[config.mk]
export PLATFORM = sky130hd
export DESIGN_NAME = bin_load_ctrl
export DESIGN_NICKNAME = d
export VERILOG_FILES = /design/src/rtl/bin_load_pkg.sv /design/src/rtl/bin_load_edge.sv /design/src/rtl/bin_load_ctrl.sv
export SDC_FILE = /design/constraint.sdc
export NUM_CORES = 1
export LEC_CHECK = 0
export CORE_UTILIZATION = 55
export DETAILED_ROUTE_END_ITERATION = 7
export DONT_BUFFER_PORTS = 1
export PLACE_DENSITY = 0.67
export SYNTH_ARGS = -nofsm -noshare
export SYNTH_HDL_FRONTEND = slang
export SYNTH_SLANG_ARGS = --single-unit
[constraint.sdc]
create_clock -name user_clk -period 5.4 [get_ports user_clk]
set_clock_uncertainty 0.1 [all_clocks]
set_input_delay 0.54 -clock user_clk [delete_from_list [all_inputs] [get_ports user_clk]]
set_output_delay 0.54 -clock user_clk [all_outputs]
set_load 0.01 [all_outputs]
[src/rtl/bin_load_pkg.sv]
// bin_load_pkg
// Shared definitions for the bin-select table load sequencer:
//   - opcode_e : command opcodes carried in load_reg[30:29]
//   - state_e  : sequencer FSM states
//   - bit positions and widths of the command-word fields
//   - bit positions of the status word
package bin_load_pkg;

  typedef enum logic [1:0] {
    OP_SINGLE = 2'b00,
    OP_FILL   = 2'b01,
    OP_CLEAR  = 2'b10,
    OP_COMMIT = 2'b11
  } opcode_e;

  typedef enum logic [1:0] {
    ST_IDLE      = 2'b00,
    ST_WRITE     = 2'b01,
    ST_WAIT_SYNC = 2'b10
  } state_e;

  // Command word layout
  localparam int ARM_BIT      = 31;
  localparam int OP_LO        = 29;
  localparam int OP_W         = 2;
  localparam int ADDR_LO      = 20;
  localparam int ADDR_FIELD_W = 9;
  localparam int CNT_LO       = 12;
  localparam int CNT_FIELD_W  = 8;
  localparam int BIN_LO       = 0;
  localparam int BIN_FIELD_W  = 12;

  // Status word layout
  localparam int STAT_BUSY    = 31;
  localparam int STAT_ERR     = 30;
  localparam int STAT_CNT_W   = 16;

endpackage

[src/rtl/bin_load_edge.sv]
// bin_load_edge
// Registers the quasi-static software command word and detects a rising
// edge of its arm bit.
// Ports:
//   clk      in   clock
//   srst     in   synchronous active-high reset
//   load_reg in   32-bit command word from the software register
//   cmd_q    out  registered command fields (bits 30:0)
//   arm_edge out  high for one cycle after the registered arm bit rises
module bin_load_edge
  import bin_load_pkg::*;
(
  input  logic        clk,
  input  logic        srst,
  input  logic [31:0] load_reg,
  output logic [30:0] cmd_q,
  output logic        arm_edge
);

  logic [31:0] load_q_reg;
  logic        arm_prev_reg;

  // The command register keeps sampling during reset while the arm history
  // is forced to 1. An arm bit that is already high when reset releases
  // therefore matches the history and produces no edge.
  always_ff @(posedge clk) begin
    load_q_reg <= load_reg;
    if (srst) begin
      arm_prev_reg <= 1'b1;
    end else begin
      arm_prev_reg <= load_q_reg[ARM_BIT];
    end
  end

  assign arm_edge = load_q_reg[ARM_BIT] & ~arm_prev_reg;
  assign cmd_q    = load_q_reg[30:0];

endmodule

[src/rtl/bin_load_ctrl.sv]
// bin_load_ctrl
// Decodes the load_bins command word and writes the shadow bank of the
// double-buffered bin-select table (single / range-fill / clear), or
// requests a bank swap on the next frame sync.
// Ports:
//   user_clk  in   clock
//   user_rst  in   synchronous active-high reset
//   load_reg  in   32-bit command word (arm, opcode, addr, count-1, bin)
//   sync_in   in   one-cycle frame-boundary pulse
//   tbl_we    out  write valid to the shadow bank
//   tbl_ready in   table accepts a write this cycle
//   tbl_addr  out  write address
//   tbl_data  out  bin index to write
//   tbl_swap  out  one-cycle bank-swap pulse
//   status    out  [31] busy, [30] sticky error, [15:0] completed commands
module bin_load_ctrl
  import bin_load_pkg::*;
#(
  parameter int ADDR_W = 9,
  parameter int BIN_W  = 12
) (
  input  logic              user_clk,
  input  logic              user_rst,
  input  logic [31:0]       load_reg,
  input  logic              sync_in,
  output logic              tbl_we,
  input  logic              tbl_ready,
  output logic [ADDR_W-1:0] tbl_addr,
  output logic [BIN_W-1:0]  tbl_data,
  output logic              tbl_swap,
  output logic [31:0]       status
);

  // Remaining-writes counter must hold both count-1 of a FILL and
  // 2^ADDR_W-1 of a CLEAR.
  localparam int CNT_W = (ADDR_W > CNT_FIELD_W) ? ADDR_W : CNT_FIELD_W;
  localparam logic [CNT_W-1:0] CLEAR_LAST = CNT_W'((1 << ADDR_W) - 1);

  logic [30:0] cmd_q;
  logic        arm_edge;

  bin_load_edge u_edge (
    .clk      (user_clk),
    .srst     (user_rst),
    .load_reg (load_reg),
    .cmd_q    (cmd_q),
    .arm_edge (arm_edge)
  );

  // Command field decode
  opcode_e                 op;
  logic [ADDR_W-1:0]       addr_field;
  logic [CNT_FIELD_W-1:0]  cnt_field;
  logic [BIN_FIELD_W-1:0]  bin_field;
  logic                    bin_ovf;

  assign op         = opcode_e'(cmd_q[OP_LO +: OP_W]);
  assign addr_field = cmd_q[ADDR_LO +: ADDR_W];
  assign cnt_field  = cmd_q[CNT_LO +: CNT_FIELD_W];
  assign bin_field  = cmd_q[BIN_LO +: BIN_FIELD_W];
  // Any set bit above the table's bin width means the value gets truncated.
  assign bin_ovf    = (({20'd0, bin_field} >> BIN_W) != 32'd0);

  state_e            state_reg, state_next;
  logic              we_reg, we_next;
  logic [ADDR_W-1:0] addr_reg, addr_next;
  logic [BIN_W-1:0]  data_reg, data_next;
  logic [CNT_W-1:0]  remain_reg, remain_next;
  logic              swap_reg, swap_next;
  logic              err_reg, err_next;
  logic              busy_reg, busy_next;
  logic [STAT_CNT_W-1:0] done_reg, done_next;

  always_ff @(posedge user_clk) begin
    if (user_rst) begin
      state_reg  <= ST_IDLE;
      we_reg     <= 1'b0;
      addr_reg   <= '0;
      data_reg   <= '0;
      remain_reg <= '0;
      swap_reg   <= 1'b0;
      err_reg    <= 1'b0;
      busy_reg   <= 1'b0;
      done_reg   <= '0;
    end else begin
      state_reg  <= state_next;
      we_reg     <= we_next;
      addr_reg   <= addr_next;
      data_reg   <= data_next;
      remain_reg <= remain_next;
      swap_reg   <= swap_next;
      err_reg    <= err_next;
      busy_reg   <= busy_next;
      done_reg   <= done_next;
    end
  end

  always_comb begin
    state_next  = state_reg;
    we_next     = we_reg;
    addr_next   = addr_reg;
    data_next   = data_reg;
    remain_next = remain_reg;
    swap_next   = 1'b0;
    err_next    = err_reg;
    done_next   = done_reg;

    // A new command while one is in flight is dropped; this includes the
    // cycle in which the FSM is about to return to IDLE.
    if (arm_edge && (state_reg != ST_IDLE)) begin
      err_next = 1'b1;
    end

    case (state_reg)
      ST_IDLE: begin
        if (arm_edge) begin
          if (bin_ovf) begin
            err_next = 1'b1;
          end
          case (op)
            OP_SINGLE: begin
              addr_next   = addr_field;
              data_next   = bin_field[BIN_W-1:0];
              remain_next = '0;
              we_next     = 1'b1;
              state_next  = ST_WRITE;
            end
            OP_FILL: begin
              addr_next   = addr_field;
              data_next   = bin_field[BIN_W-1:0];
              remain_next = CNT_W'(cnt_field);
              we_next     = 1'b1;
              state_next  = ST_WRITE;
            end
            OP_CLEAR: begin
              addr_next   = '0;
              data_next   = '0;
              remain_next = CLEAR_LAST;
              we_next     = 1'b1;
              state_next  = ST_WRITE;
            end
            default: begin
              state_next = ST_WAIT_SYNC;
            end
          endcase
        end
      end

      ST_WRITE: begin
        // remain_reg counts the writes left after the one being presented.
        if (we_reg && tbl_ready) begin
          if (remain_reg == '0) begin
            we_next    = 1'b0;
            state_next = ST_IDLE;
            done_next  = done_reg + 16'd1;
          end else begin
            addr_next   = addr_reg + ADDR_W'(1);
            remain_next = remain_reg - CNT_W'(1);
          end
        end
      end

      ST_WAIT_SYNC: begin
        if (sync_in) begin
          swap_next  = 1'b1;
          state_next = ST_IDLE;
          done_next  = done_reg + 16'd1;
        end
      end

      default: begin
        state_next = ST_IDLE;
        we_next    = 1'b0;
      end
    endcase
  end

  // busy is registered from the next state so it tracks state_reg exactly.
  assign busy_next = (state_next != ST_IDLE);

  assign tbl_we   = we_reg;
  assign tbl_addr = addr_reg;
  assign tbl_data = data_reg;
  assign tbl_swap = swap_reg;

  always_comb begin
    status                   = '0;
    status[STAT_BUSY]        = busy_reg;
    status[STAT_ERR]         = err_reg;
    status[STAT_CNT_W-1:0]   = done_reg;
  end

endmodule

# --- Yosys cells after proc, flatten, opt, wreduce, memory -nomap -nowiden ---
# Index checks and enable logic that the tools add are counted.
totals:
  output_inout_bits: 55
  elab_cells: 74
  in_bits: 36
  register_bits: 85
op_classes:
  addsub: 3
  n_bitwise: 3
  n_reduce_logical: 18
  mux: 27
  n_eq_ne: 12
op_table:
  columns: ["operator", "n"]
  rows:
  - ["9-bit 2-to-1 mux", 6]
  - ["9-bit one-hot mux with 2 select lines", 3]
  - ["16-bit 2-to-1 mux", 3]
  - ["16-bit one-hot mux with 2 select lines", 1]
  - ["9-bit one-hot mux with 3 select lines", 1]
  - ["12-bit one-hot mux with 2 select lines", 1]
  - ["16-bit by 1-bit adder with 16-bit output (second input constant)", 1]
  - ["5-bit AND reduction", 3]
  - ["2-bit != test (second input constant)", 6]
  - ["2-bit 2-to-1 mux", 5]
  - ["2-bit nonzero test", 5]
  - ["9-bit by 1-bit adder with 9-bit output (second input constant)", 1]
  - ["9-bit logical NOT", 1]
  - ["9-bit by 1-bit subtractor with 9-bit output (second input constant)", 1]
  - ["2-bit one-hot mux with 3 select lines", 1]
  - ["1-bit 2-to-1 mux", 5]
  - ["2-bit by 1-bit equality test with 1-bit output (second input constant)", 2]
  - ["2-bit equality test (second input constant)", 2]
  - ["2-bit logical NOT", 2]
  - ["4-bit by 1-bit != test with 1-bit output (second input constant)", 1]
  - ["4-bit AND reduction", 1]
  - ["2-bit OR reduction", 2]
  - ["3-bit by 2-bit != test with 1-bit output (second input constant)", 1]
  - ["1-bit one-hot mux with 3 select lines", 1]
  - ["other kinds (5)", 7]

# --- Logic depth before layout (Yosys ltp) ---
# Gate-level depths: netlist (run 1).
depth:
  ltp_word: 6
  ltp_mapped: 8
  ltp_nobuf: 6

# --- Modules after synthesis ---
# Synthesis (run 1) repeated with hierarchy kept, for this count alone.
unflattened:
  cells_unflattened: 425
  hier_area_um2: 3771.1
by_module_without_submodules:
  columns: ["mod", "cells_each", "seq_area_each_um2", "instances", "area_each_um2"]
  rows:
  - ["bin_load_ctrl", 359, 1041.0, 1, 2865.2]
  - ["bin_load_edge", 66, 660.6, 1, 905.9]

# --- Worst setup path before layout (run 1) ---
# Ideal clock, no wire load.
synth_path:
  path_type: "flip-flop to flip-flop"
  start: "register u_edge.load_q_reg[29]"
  end: "register remain_reg[0]"
  period_less_slack_ps: 1929
  required_ps: 5205
  stages_incl_launch_ff: 8
  arrival_time_ps: 1734
  setup_slack_ps: 3471
  setup_ps: 95
  path_buffers: 1
  path_cell_list: "dfxtp_1 inv_1 ha_1 clkbuf_1 nor4_2 or2_4 nand2_1 a221oi_1"
synth_between:
  elab_chain_len: 4
  word_cells_on_any_way: 8
  cone_classes: "eq/ne (3); mux (3); reduce/logical (2)"
synth_rtl:
  columns: ["item", "line", "rtl"]
  rows:
  - ["from (decl)", "bin_load_edge.sv:20", "logic [31:0] load_q_reg;"]
  - ["from (signal assigned)", "bin_load_edge.sv:27", "load_q_reg <= load_reg;"]
  - ["2-bit equality test, or another cell as far along", "bin_load_ctrl.sv:120", "case (op)"]
  - ["9-bit one-hot mux with 3 select lines", "bin_load_ctrl.sv:120", null]
  - ["9-bit 2-to-1 mux", "bin_load_ctrl.sv:116", "if (arm_edge) begin"]
  - ["9-bit one-hot mux with 2 select lines", "bin_load_ctrl.sv:114", "case (state_reg)"]
  - ["to (signal assigned)", "bin_load_ctrl.sv:90", "remain_reg <= remain_next;"]
  - ["to (decl)", "bin_load_ctrl.sv:68", "logic [CNT_W-1:0] remain_reg, remain_next;"]
# Parallel ways exist; a longest one is shown, timed or not. The select of a mux whose other input is x is not followed.
# A chain may end at the register's enable or synchronous reset.

# --- Worst setup path after layout (run 1) ---
layout_path:
  start: "register u_edge.load_q_reg[29]"
  end: "register remain_reg[5]"
# Same word-level chain as after synthesis.

==> results of run 1 <==
area by class of cell:
class                      instances  area, µm²  area share
multi-input combinational        292       1890       0.476
sequential                        85       1700       0.429
clock buffer                       9        124      0.0312
tap                               80        100      0.0252
clock inverter                     7       88.8      0.0224
inverter                          15       56.3      0.0142
timing repair buffer               1       7.51     0.00189
cells in the final DEF (no fill, tap or decap), types with 3 or more instances in the layout:
cell,n
a221oi_1,4
mux2_2,13
conb_1,14
clkinv_8,3
nor2b_1,16
a22oi_1,3
clkbuf_8,9
a31oi_1,6
inv_1,15
or2_2,3
nand3_1,11
nor2_1,27
a21oi_1,41
o31ai_1,3
nand3b_1,13
ha_1,8
nand2_1,35
nor3_1,11
and4_1,4
a211oi_1,6
dfxtp_1,85
o32a_1,3
o21ai_0,11
nand4_1,8
o32ai_1,9
nand2b_1,3
layer usage:
layer  global-route usage  vias to the layer above  part of all wire
li1                     -                     1456                 -
met1                0.289                     1387              0.46
met2                0.353                      101              0.46
met3               0.0934                        6             0.078
met4               0.0621                        0            0.0053
met5                    0                        -                 0
stage by stage:
stage	hold slack (ps)	worst slack (ps)	total power, W	utilization
2_1_floorplan	324	3470	0.000755	-
3_3_place_gp	338	3010	0.000756	0.556
3_5_place_dp	347	2940	0.000757	0.556
4_1_cts	72.7	2920	0.00122	0.587
5_1_grt	55.6	2700	0.00125	0.587
6_report	89.8	2930	0.00120	0.587
cells in the mapped netlist (all sizes together) (2+ instances only):
cell | number | share of area
o31ai | 3 | 0.0059
a22oi | 5 | 0.012
o21ai | 12 | 0.016
ha | 8 | 0.026
a221oi | 4 | 0.0091
or2 | 4 | 0.0072
and4 | 4 | 0.0091
nand3 | 12 | 0.017
o32a | 3 | 0.0078
buf | 26 | 0.048
clkbuf | 14 | 0.014
nor3b | 2 | 0.0052
dfxtp | 85 | 0.44
a31oi | 6 | 0.0098
nor2 | 29 | 0.031
nand4 | 8 | 0.013
mux2 | 14 | 0.041
nand2 | 35 | 0.034
nor2b | 16 | 0.026
o22ai | 2 | 0.0033
inv | 15 | 0.015
o32ai | 9 | 0.021
and3 | 2 | 0.0033
a211oi | 7 | 0.015
a2111oi | 2 | 0.0078
nand4b | 2 | 0.0046
nor4 | 4 | 0.012
a21oi | 41 | 0.053
nand2b | 3 | 0.0049
nor3 | 12 | 0.017
nand3b | 13 | 0.025
o21a | 2 | 0.0039
power by group:
group / total, W / internal [W] / switching, W
combinational: 0.0000788 / 0.0000307 / 0.0000481
clock: 0.000457 / 0.000188 / 0.000268
sequential: 0.000665 / 0.000647 / 0.0000172
total: 0.00120 / 0.000866 / 0.000334
cells by family (layout without fill, tap and decap cells):
group / after synthesis / count (layout) / share of synthesized area
other: 1 / 14 / 0.000978
buffers and inverters: 55 / 32 / 0.0766
muxes: 14 / 14 / 0.0411
AOI/OAI and AO/OA: 105 / 105 / 0.185
adders and majority gates: 8 / 8 / 0.0261
DFF: 85 / 85 / 0.444
and+or+nand+nor: 151 / 151 / 0.226
worst max-delay path by stage:
stage,from,endpoint,slack [ps],cells past startpoint
final,u_edge.load_q_reg[29],remain_reg[5],2930,6
after global routing,u_edge.load_q_reg[29],remain_reg[5],2700,6
after CTS,u_edge.load_q_reg[29],remain_reg[0],2920,6
after detailed placement,u_edge.load_q_reg[29],remain_reg[0],2940,6
after global placement,u_edge.load_q_reg[29],tbl_addr[5],3010,6
after floorplan,u_edge.load_q_reg[29],remain_reg[0],3470,7
worst reg2reg max path, stage by stage (launching register included):
cell and delay [ps]:
dfxtp_1 390, inv_1 80, ha_1 490, nor4_2 500, or2_4 290, nand2_1 230, a221oi_1 330
==> results.py, run 1 <==
metrics = {
    "finish": {
        "finalNonFillerCells": 489,
        "layout.nets": 448,
        "num-fill-cells": 616,
        "diodes": 0,
        "largest_reg_flops": 32,
        "syn2layout_area_growth_pct": 3.42,
        "stdcell_area_mm2": 0.00397,
        "layout-drive-gt1-share": 0.120,
    },
    "place": {
        "dp_hpwl_mm": 5.25,
        "place_inst": 473,
        "placement.cell_area_mm2": 0.00375,
        "gp_congestion": 0.807,
        "io_buffers": 0,
    },
    "min_path": {
        "holdPathStages": 0,
        "hp-start": "load_reg[6]",
        "min_to": "u_edge.load_q_reg[6]",
        "hold_class": "in -> reg",
    },
    "global_route": {
        "grt_pass1_wl_mm": 13.1,
        "antenna_found_initial": 0,
        "grt_pass1_vias": 2741,
        "grt_max_degree": 66,
        "grt_overflow": 0,
        "grtUsageTotal": 0.226,
    },
    "yosys": {
        "yosysUniqueCellTypes": 62,
        "syn_area_mm2": 0.00384,
        "ys_seq_area_frac": 0.444,
        "synthArstFlopShare": 0,
        "ys.flop_type": "dfxtp_1",
        "ys_warn_count": 0,
        "syn_avg_cell_area_um2": 9.16,
        "synth_edf_count": 0,
        "syn_inst": 419,
        "synth_seq_cells": 85,
    },
    "worst_setup_path": {
        "critPathKind": "reg -> reg",
        "rr_startpoint": "u_edge.load_q_reg[29]",
        "critPathArrivalTime_ps": 2640,
        "r2r-end": "remain_reg[5]",
        "worstPathCellList": "inv_1 -> ha_1 -> nor4_2 -> or2_4 -> nand2_1 -> a221oi_1",
        "max_stage_delay_ps": 500,
        "cp_max_fo": 26,
        "worst-path-buf-inv": 1,
        "ff2ff_path_depth": 6,
        "crit_slowest_cell": "nor4_2",
        "start_kind": "flip-flop",
        "required_ps": 5570,
        "rrSetupSlack_ps": 2930,
        "cp-end-kind": "flip-flop",
        "path_delay_family": "simple AND/OR/NAND/NOR gates",
    },
    "clock_network": {
        "postCtsSetupBuffers": 0,
        "cts.htree.levels": 3,
        "cts_hold_buf": 0,
        "insertion_delay_ps": 360,
        "cts_tree": "yes",
        "cts_sinks": 85,
        "path_clk_slew_ps": 100,
        "root_buffer": "clkbuf_8",
        "clockBufferDepth": 2,
        "ctsResizeCount": 0,
        "cts-buffers-inserted": 9,
    },
    "sta": {
        "period_needed_ps": 2470,
        "slew-limit-headroom": 0.447,
        "hold_viol": 0,
        "tightest_slew_ps": 830,
        "finalSetupTns_ps": 0,
        "maxClockFrequency_ghz": 0.404,
        "setup_viol": 0,
        "drv_slew": 0,
        "rsz0062_at_grt": "no",
        "period_share": 0.458,
    },
    "run_status": {
        "status": "completed",
    },
    "drt": {
        "final_antenna_net_count": 0,
        "routed_wl_mm": 7.93,
        "avgRoutedWirePerCell_um": 16.2,
        "drtIter0Drc": 147,
        "drc_errors": 0,
        "vias": 2950,
        "dr.pass1.iters": 4,
        "viasPerCell": 6.03,
    },
    "die": {
        "core_mm2": 0.00676,
        "rows": 30,
        "dieHeight_um": 85.5,
        "io_pins": 91,
        "initial_utilization": 0.568,
        "die_w_um": 85.5,
        "die_area_mm2": 0.00731,
    },
    "power_and_ir_drop": {
        "powerDensity_mw_per_mm2": 302,
        "p_leak_nw": 1.49,
        "peakVddDrop_uv": 225,
    },
    "run": {
        "cap_viol_max_count": 0,
    },
}
Power figures use the tool's default switching activity.
==> inputs of run 2 (changes only) <==
==> constraint.sdc (replaced) <==
create_clock -name user_clk -period 2.6 [get_ports user_clk]
set_clock_uncertainty 0.1 [all_clocks]
set_input_delay 0.26 -clock user_clk [delete_from_list [all_inputs] [get_ports user_clk]]
set_output_delay 0.26 -clock user_clk [all_outputs]
set_load 0.01 [all_outputs]
==> results.py, run 2 (synthesis gave the netlist of run 1 again) <==
metrics = {
    "die": {
        "die_area_mm2": 0.00731,
        "core_mm2": 0.00676,
        "dieHeight_um": 85.5,
        "initial_utilization": 0.568,
        "io_pins": 91,
        "rows": 30,
        "die_w_um": 85.5,
    },
    "global_route": {
        "grt_overflow": 0,
        "antenna_found_initial": 0,
        "grt_max_degree": 39,
        "grt_pass1_vias": 3021,
        "grtUsageTotal": 0.241,
        "grt_pass1_wl_mm": 14.0,
    },
    "clock_network": {
        "cts_tree": "yes",
        "ctsResizeCount": 0,
        "path_clk_slew_ps": 100,
        "insertion_delay_ps": 360,
        "cts.htree.levels": 3,
        "clockBufferDepth": 2,
        "postCtsSetupBuffers": 0,
        "root_buffer": "clkbuf_8",
        "cts_hold_buf": 33,
        "cts-buffers-inserted": 9,
        "cts_sinks": 85,
    },
    "worst_setup_path": {
        "rr_startpoint": "u_edge.load_q_reg[30]",
        "max_stage_delay_ps": 420,
        "rrSetupSlack_ps": 290,
        "cp-end-kind": "flip-flop",
        "critPathArrivalTime_ps": 2470,
        "cp_max_fo": 12,
        "worstPathCellList": "inv_1 -> ha_1 -> nor4_2 -> or2_4 -> nand2_1 -> a221oi_1",
        "critPathKind": "reg -> reg",
        "worst-path-buf-inv": 1,
        "required_ps": 2760,
        "r2r-end": "remain_reg[0]",
        "start_kind": "flip-flop",
        "path_delay_family": "simple AND/OR/NAND/NOR gates",
        "crit_start": "u_edge.load_q_reg[30]",
        "ff2ff_path_depth": 6,
        "crit_slowest_cell": "dfxtp_1",
    },
    "place": {
        "gp_congestion": 0.839,
        "io_buffers": 0,
        "post-place-ws_ps": 349,
        "dp_hpwl_mm": 5.35,
        "place_inst": 478,
        "placement.cell_area_mm2": 0.00379,
    },
    "finish": {
        "layout_common_cells": "dfxtp_1 (85), a21oi_1 (41), nand2_1 (35), dlygate4sd3_1 (32), nor2_1 (27)",
        "largest_reg_flops": 32,
        "layout.nets": 486,
        "layout-drive-gt1-share": 0.123,
        "stdcell_area_mm2": 0.00433,
        "syn2layout_area_growth_pct": 12.9,
        "final_common_cell": "dfxtp_1",
        "finalNonFillerCells": 527,
        "diodes": 0,
    },
    "drt": {
        "final_antenna_net_count": 0,
        "routed_wl_mm": 8.44,
        "dr.pass1.iters": 4,
        "vias": 3132,
        "drtIter0Drc": 149,
        "drc_errors": 0,
        "viasPerCell": 5.94,
        "avgRoutedWirePerCell_um": 16.0,
    },
    "sta": {
        "rsz0062_at_grt": "no",
        "fin_ws_ps": 291,
        "period_needed_ps": 2310,
        "maxClockFrequency_ghz": 0.433,
        "tightest_slew_ps": 489,
        "period_share": 0.888,
        "drv_slew": 0,
        "whs_ps": 14.2,
        "finalSetupTns_ps": 0,
        "hold_viol": 0,
        "setup_viol": 0,
        "slew-limit-headroom": 0.671,
    },
    "min_path": {
        "hp-start": "sync_in",
        "hold_class": "in -> reg",
        "min_to": "state_reg[1]",
        "holdPathStages": 2,
    },
    "power_and_ir_drop": {
        "p_leak_nw": 1.65,
        "powerDensity_mw_per_mm2": 581,
        "peakVddDrop_uv": 466,
    },
    "run": {
        "cap_viol_max_count": 0,
    },
    "run_status": {
        "status": "completed",
    },
}
[run 2: changes by cell type in the layout (fill, tap and decap cells not counted)]
cell / change
buf_4: +5
clkinv_8: -2
inv_6: +1
clkinvlp_4: +1
buf_12: +1
dlygate4sd3_1: +32
[run 2: final cells by class]
class	instances	area (µm²)
repair buffers	39	385
multi-input cells	292	1890
flip-flops and latches	85	1700
clock inverters	7	72.6
inverters	15	56.3
well taps	80	100
clock buffers	9	124
fillers	570	2430
[run 2: how the worst max path moves through the flow]
| stage | to | cells after the start | slack [ps] |
|---|---|---|---|
| 2_1_floorplan | remain_reg[0] | 7 | 670 |
| 3_3_place_gp | tbl_addr[5] | 6 | 500 |
| 3_5_place_dp | remain_reg[0] | 6 | 350 |
| 4_1_cts | remain_reg[0] | 6 | 310 |
| 5_1_grt | remain_reg[0] | 6 | 60 |
| 6_report | remain_reg[0] | 6 | 290 |
[run 2: worst reg2reg max path, delay by kind of cell, from the launching register on]
kind                     cells  cell delay (ps)
adder cells (fa/ha/maj)      1              320
buffers and inverters        1               90
flip-flops                   1              420
AO/OA/AOI/OAI                1              350
AND/OR/NAND/NOR              3              940
[run 2: routing by layer]
layer | wire, µm | global-route usage | vias up
met2 | 4030 | 0.401 | 124
met5 | 0 | 0 | -
li1 | - | - | 1535
met4 | 110 | 0.0773 | 0
met1 | 3690 | 0.294 | 1461
met3 | 611 | 0.0828 | 12
[run 2: where the power goes]
part	internal, W	leakage (nW)	switching [W]
Sequential	0.00134	0.699	0.0000367
Combinational	0.000102	0.850	0.000115
Clock	0.000379	0.0974	0.000539
Total	0.00182	1.65	0.000691
[run 2: metrics by stage]
step,total power (W),util
finish,0.00251,0.641
global route,0.00263,0.641
CTS,0.00253,0.641
detailed placement,0.00158,0.561
global placement,0.00157,0.561
floorplan,0.00157,-
==> inputs of run 3 (changes only) <==
--- a/config.mk
+++ b/config.mk
@@ -11,4 +11,5 @@
 export PLACE_DENSITY = 0.67
 export SYNTH_ARGS = -nofsm -noshare
 export SYNTH_HDL_FRONTEND = slang
+export SYNTH_HIERARCHICAL = 1
 export SYNTH_SLANG_ARGS = --single-unit
==> results.py, run 3 <==
metrics = {
    "yosys": {
        "ys_warn_count": 6,
        "yosysTopAreaCellShare": 0.451,
        "syn_area_mm2": 0.00377,
        "synth_area_leader_cell": "dfxtp_1",
        "synth_edf_count": 0,
        "yosysUniqueCellTypes": 52,
        "ys_seq_area_frac": 0.451,
        "synthTopCellsByCount": "dfxtp_1 (85), a21oi_1 (47), buf_4 (47)",
        "syn_avg_cell_area_um2": 8.87,
        "yosysMostFrequentCell": "dfxtp_1",
        "synth_seq_cells": 85,
        "synthTopCellsByArea": "dfxtp_1 (45%), buf_4 (9.4%), a21oi_1 (6.2%), nand2_1 (3.0%), nand3b_1 (2.8%)",
        "syn_inst": 425,
        "synthArstFlopShare": 0,
        "ys.flop_type": "dfxtp_1",
    },
    "sta": {
        "hold_viol": 0,
        "maxClockFrequency_ghz": 0.405,
        "fin_ws_ps": 131,
        "tightest_slew_ps": 645,
        "period_needed_ps": 2470,
        "rsz0062_at_grt": "no",
        "slew-limit-headroom": 0.564,
        "drv_slew": 0,
        "finalSetupTns_ps": 0,
        "period_share": 0.950,
        "whs_ps": 16.8,
        "setup_viol": 0,
    },
    "run_status": {
        "violations": "design-rule violations",
        "status": "finished with violations",
    },
    "global_route": {
        "grt_overflow": 0,
        "antenna_found_initial": 0,
        "grt_pass1_wl_mm": 12.9,
        "grt_pass1_vias": 2675,
        "grtUsageTotal": 0.227,
        "grt_max_degree": 51,
    },
    "finish": {
        "layout-drive-gt1-share": 0.0771,
        "finalNonFillerCells": 505,
        "layout.nets": 466,
        "layout_common_cells": "dfxtp_1 (85), a21oi_1 (47), dlygate4sd3_1 (33), nand2_1 (30), nor2_1 (16)",
        "largest_reg_flops": 32,
        "diodes": 0,
        "num-fill-cells": 558,
        "syn2layout_area_growth_pct": 9.82,
        "final_common_cell": "dfxtp_1",
    },
    "drt": {
        "final_antenna_net_count": 0,
        "dr.pass1.iters": 7,
        "drtIter0Drc": 191,
        "avgRoutedWirePerCell_um": 15.7,
        "drc_errors": 7,
        "routed_wl_mm": 7.95,
        "vias": 2979,
        "viasPerCell": 5.90,
    },
    "place": {
        "io_buffers": 0,
        "dp_hpwl_mm": 5.06,
        "post-place-ws_ps": 137,
        "place_inst": 455,
        "gp_congestion": 0.830,
    },
    "worst_setup_path": {
        "max_stage_delay_ps": 510,
        "crit_slowest_cell": "or4b_1",
        "critPathArrivalTime_ps": 2660,
        "worstPathCellList": "inv_1 -> ha_1 -> or4b_1 -> o31a_1 -> buf_4 -> or4_1 -> a21oi_1",
        "crit_start": "remain_reg[1]",
        "critPathKind": "reg -> reg",
        "worst-path-buf-inv": 2,
        "start_kind": "flip-flop",
        "cp_max_fo": 29,
        "path_delay_family": "simple AND/OR/NAND/NOR gates",
        "rr_startpoint": "remain_reg[1]",
        "cp-end-kind": "flip-flop",
        "required_ps": 2790,
    },
    "die": {
        "dieHeight_um": 84.8,
        "die_area_mm2": 0.00719,
        "rows": 29,
        "core_mm2": 0.00649,
        "io_pins": 91,
        "die_w_um": 84.8,
        "initial_utilization": 0.581,
    },
    "clock_network": {
        "root_buffer": "clkbuf_8",
        "cts.htree.levels": 3,
        "path_clk_slew_ps": 90,
        "ctsResizeCount": 0,
        "insertion_delay_ps": 350,
        "cts-buffers-inserted": 9,
        "cts_sinks": 85,
        "cts_tree": "yes",
        "clockBufferDepth": 2,
    },
    "run": {
        "cap_viol_max_count": 0,
    },
    "power_and_ir_drop": {
        "peakVddDrop_uv": 354,
        "total_power_w": 0.00265,
        "p_leak_nw": 1.50,
        "powerDensity_mw_per_mm2": 639,
    },
    "min_path": {
        "hp-start": "sync_in",
        "hold_class": "in -> reg",
    },
}
-- run 3: final timing paths --
| check | endpoint | slack [ps] | cells after the start |
|---|---|---|---|
| worst min register to register | u_edge/arm_prev_reg | 340 | 1 |
| worst max register to register | done_reg[13] | 130 | 7 |
| worst min-delay path | tbl_swap | 20 | 2 |
| worst max-delay path | done_reg[13] | 130 | 7 |
-- run 3: cell type report --
cell class	count	area [µm²]	share of cell area
Multi-Input combinational cell	266	1610	0.390
Sequential cell	85	1700	0.411
Clock inverter	7	105	0.0254
Clock buffer	9	124	0.0299
Timing Repair Buffer	47	448	0.108
Inverter	14	52.6	0.0127
Tap cell	77	96.3	0.0233
-- run 3: per-stage QoR --
| step | utilization | area, µm² |
|---|---|---|
| final | 0.638 | 4140 |
| after global routing | 0.638 | 4140 |
| after CTS | 0.638 | 4140 |
| after detailed placement | 0.548 | 3560 |
| after global placement | 0.548 | 3560 |
| after floorplan | - | 3820 |
-- run 3: routing by layer --
| metal | GRT usage | wire (µm) | vias to the layer above |
|---|---|---|---|
| met1 | 0.308 | 3670 | 1401 |
| met3 | 0.0482 | 437 | 12 |
| met4 | 0.0832 | 97 | 0 |
| met5 | 0 | 0 | - |
| met2 | 0.358 | 3750 | 92 |
| li1 | - | - | 1474 |
-- run 3: kinds of logic (layout without fill, tap and decap cells) --
group / after synthesis / in the layout / synth area share
flops: 85 / 85 / 0.451
xor+xnor: 1 / 1 / 0.00232
buf+inv: 87 / 77 / 0.134
mux: 2 / 2 / 0.00564
compound gates: 116 / 116 / 0.196
simple gates: 126 / 126 / 0.187
other cells: 1 / 14 / 0.000994
fa+ha+maj: 7 / 7 / 0.0232
-- run 3: repair_timing --
item,in CTS,in global routing
setup buffers,0,0
endpoints found under the hold margin,81,0
endpoints found under the setup margin,0,0
hold buffers,34,0
-- run 3: report_power, final --
group | internal [W] | total [W] | switching (W)
clock | 0.000556 | 0.00106 | 0.000506
sequential | 0.00134 | 0.00137 | 0.0000306
combinational | 0.0000951 | 0.000209 | 0.000114
total | 0.00199 | 0.00264 | 0.000650
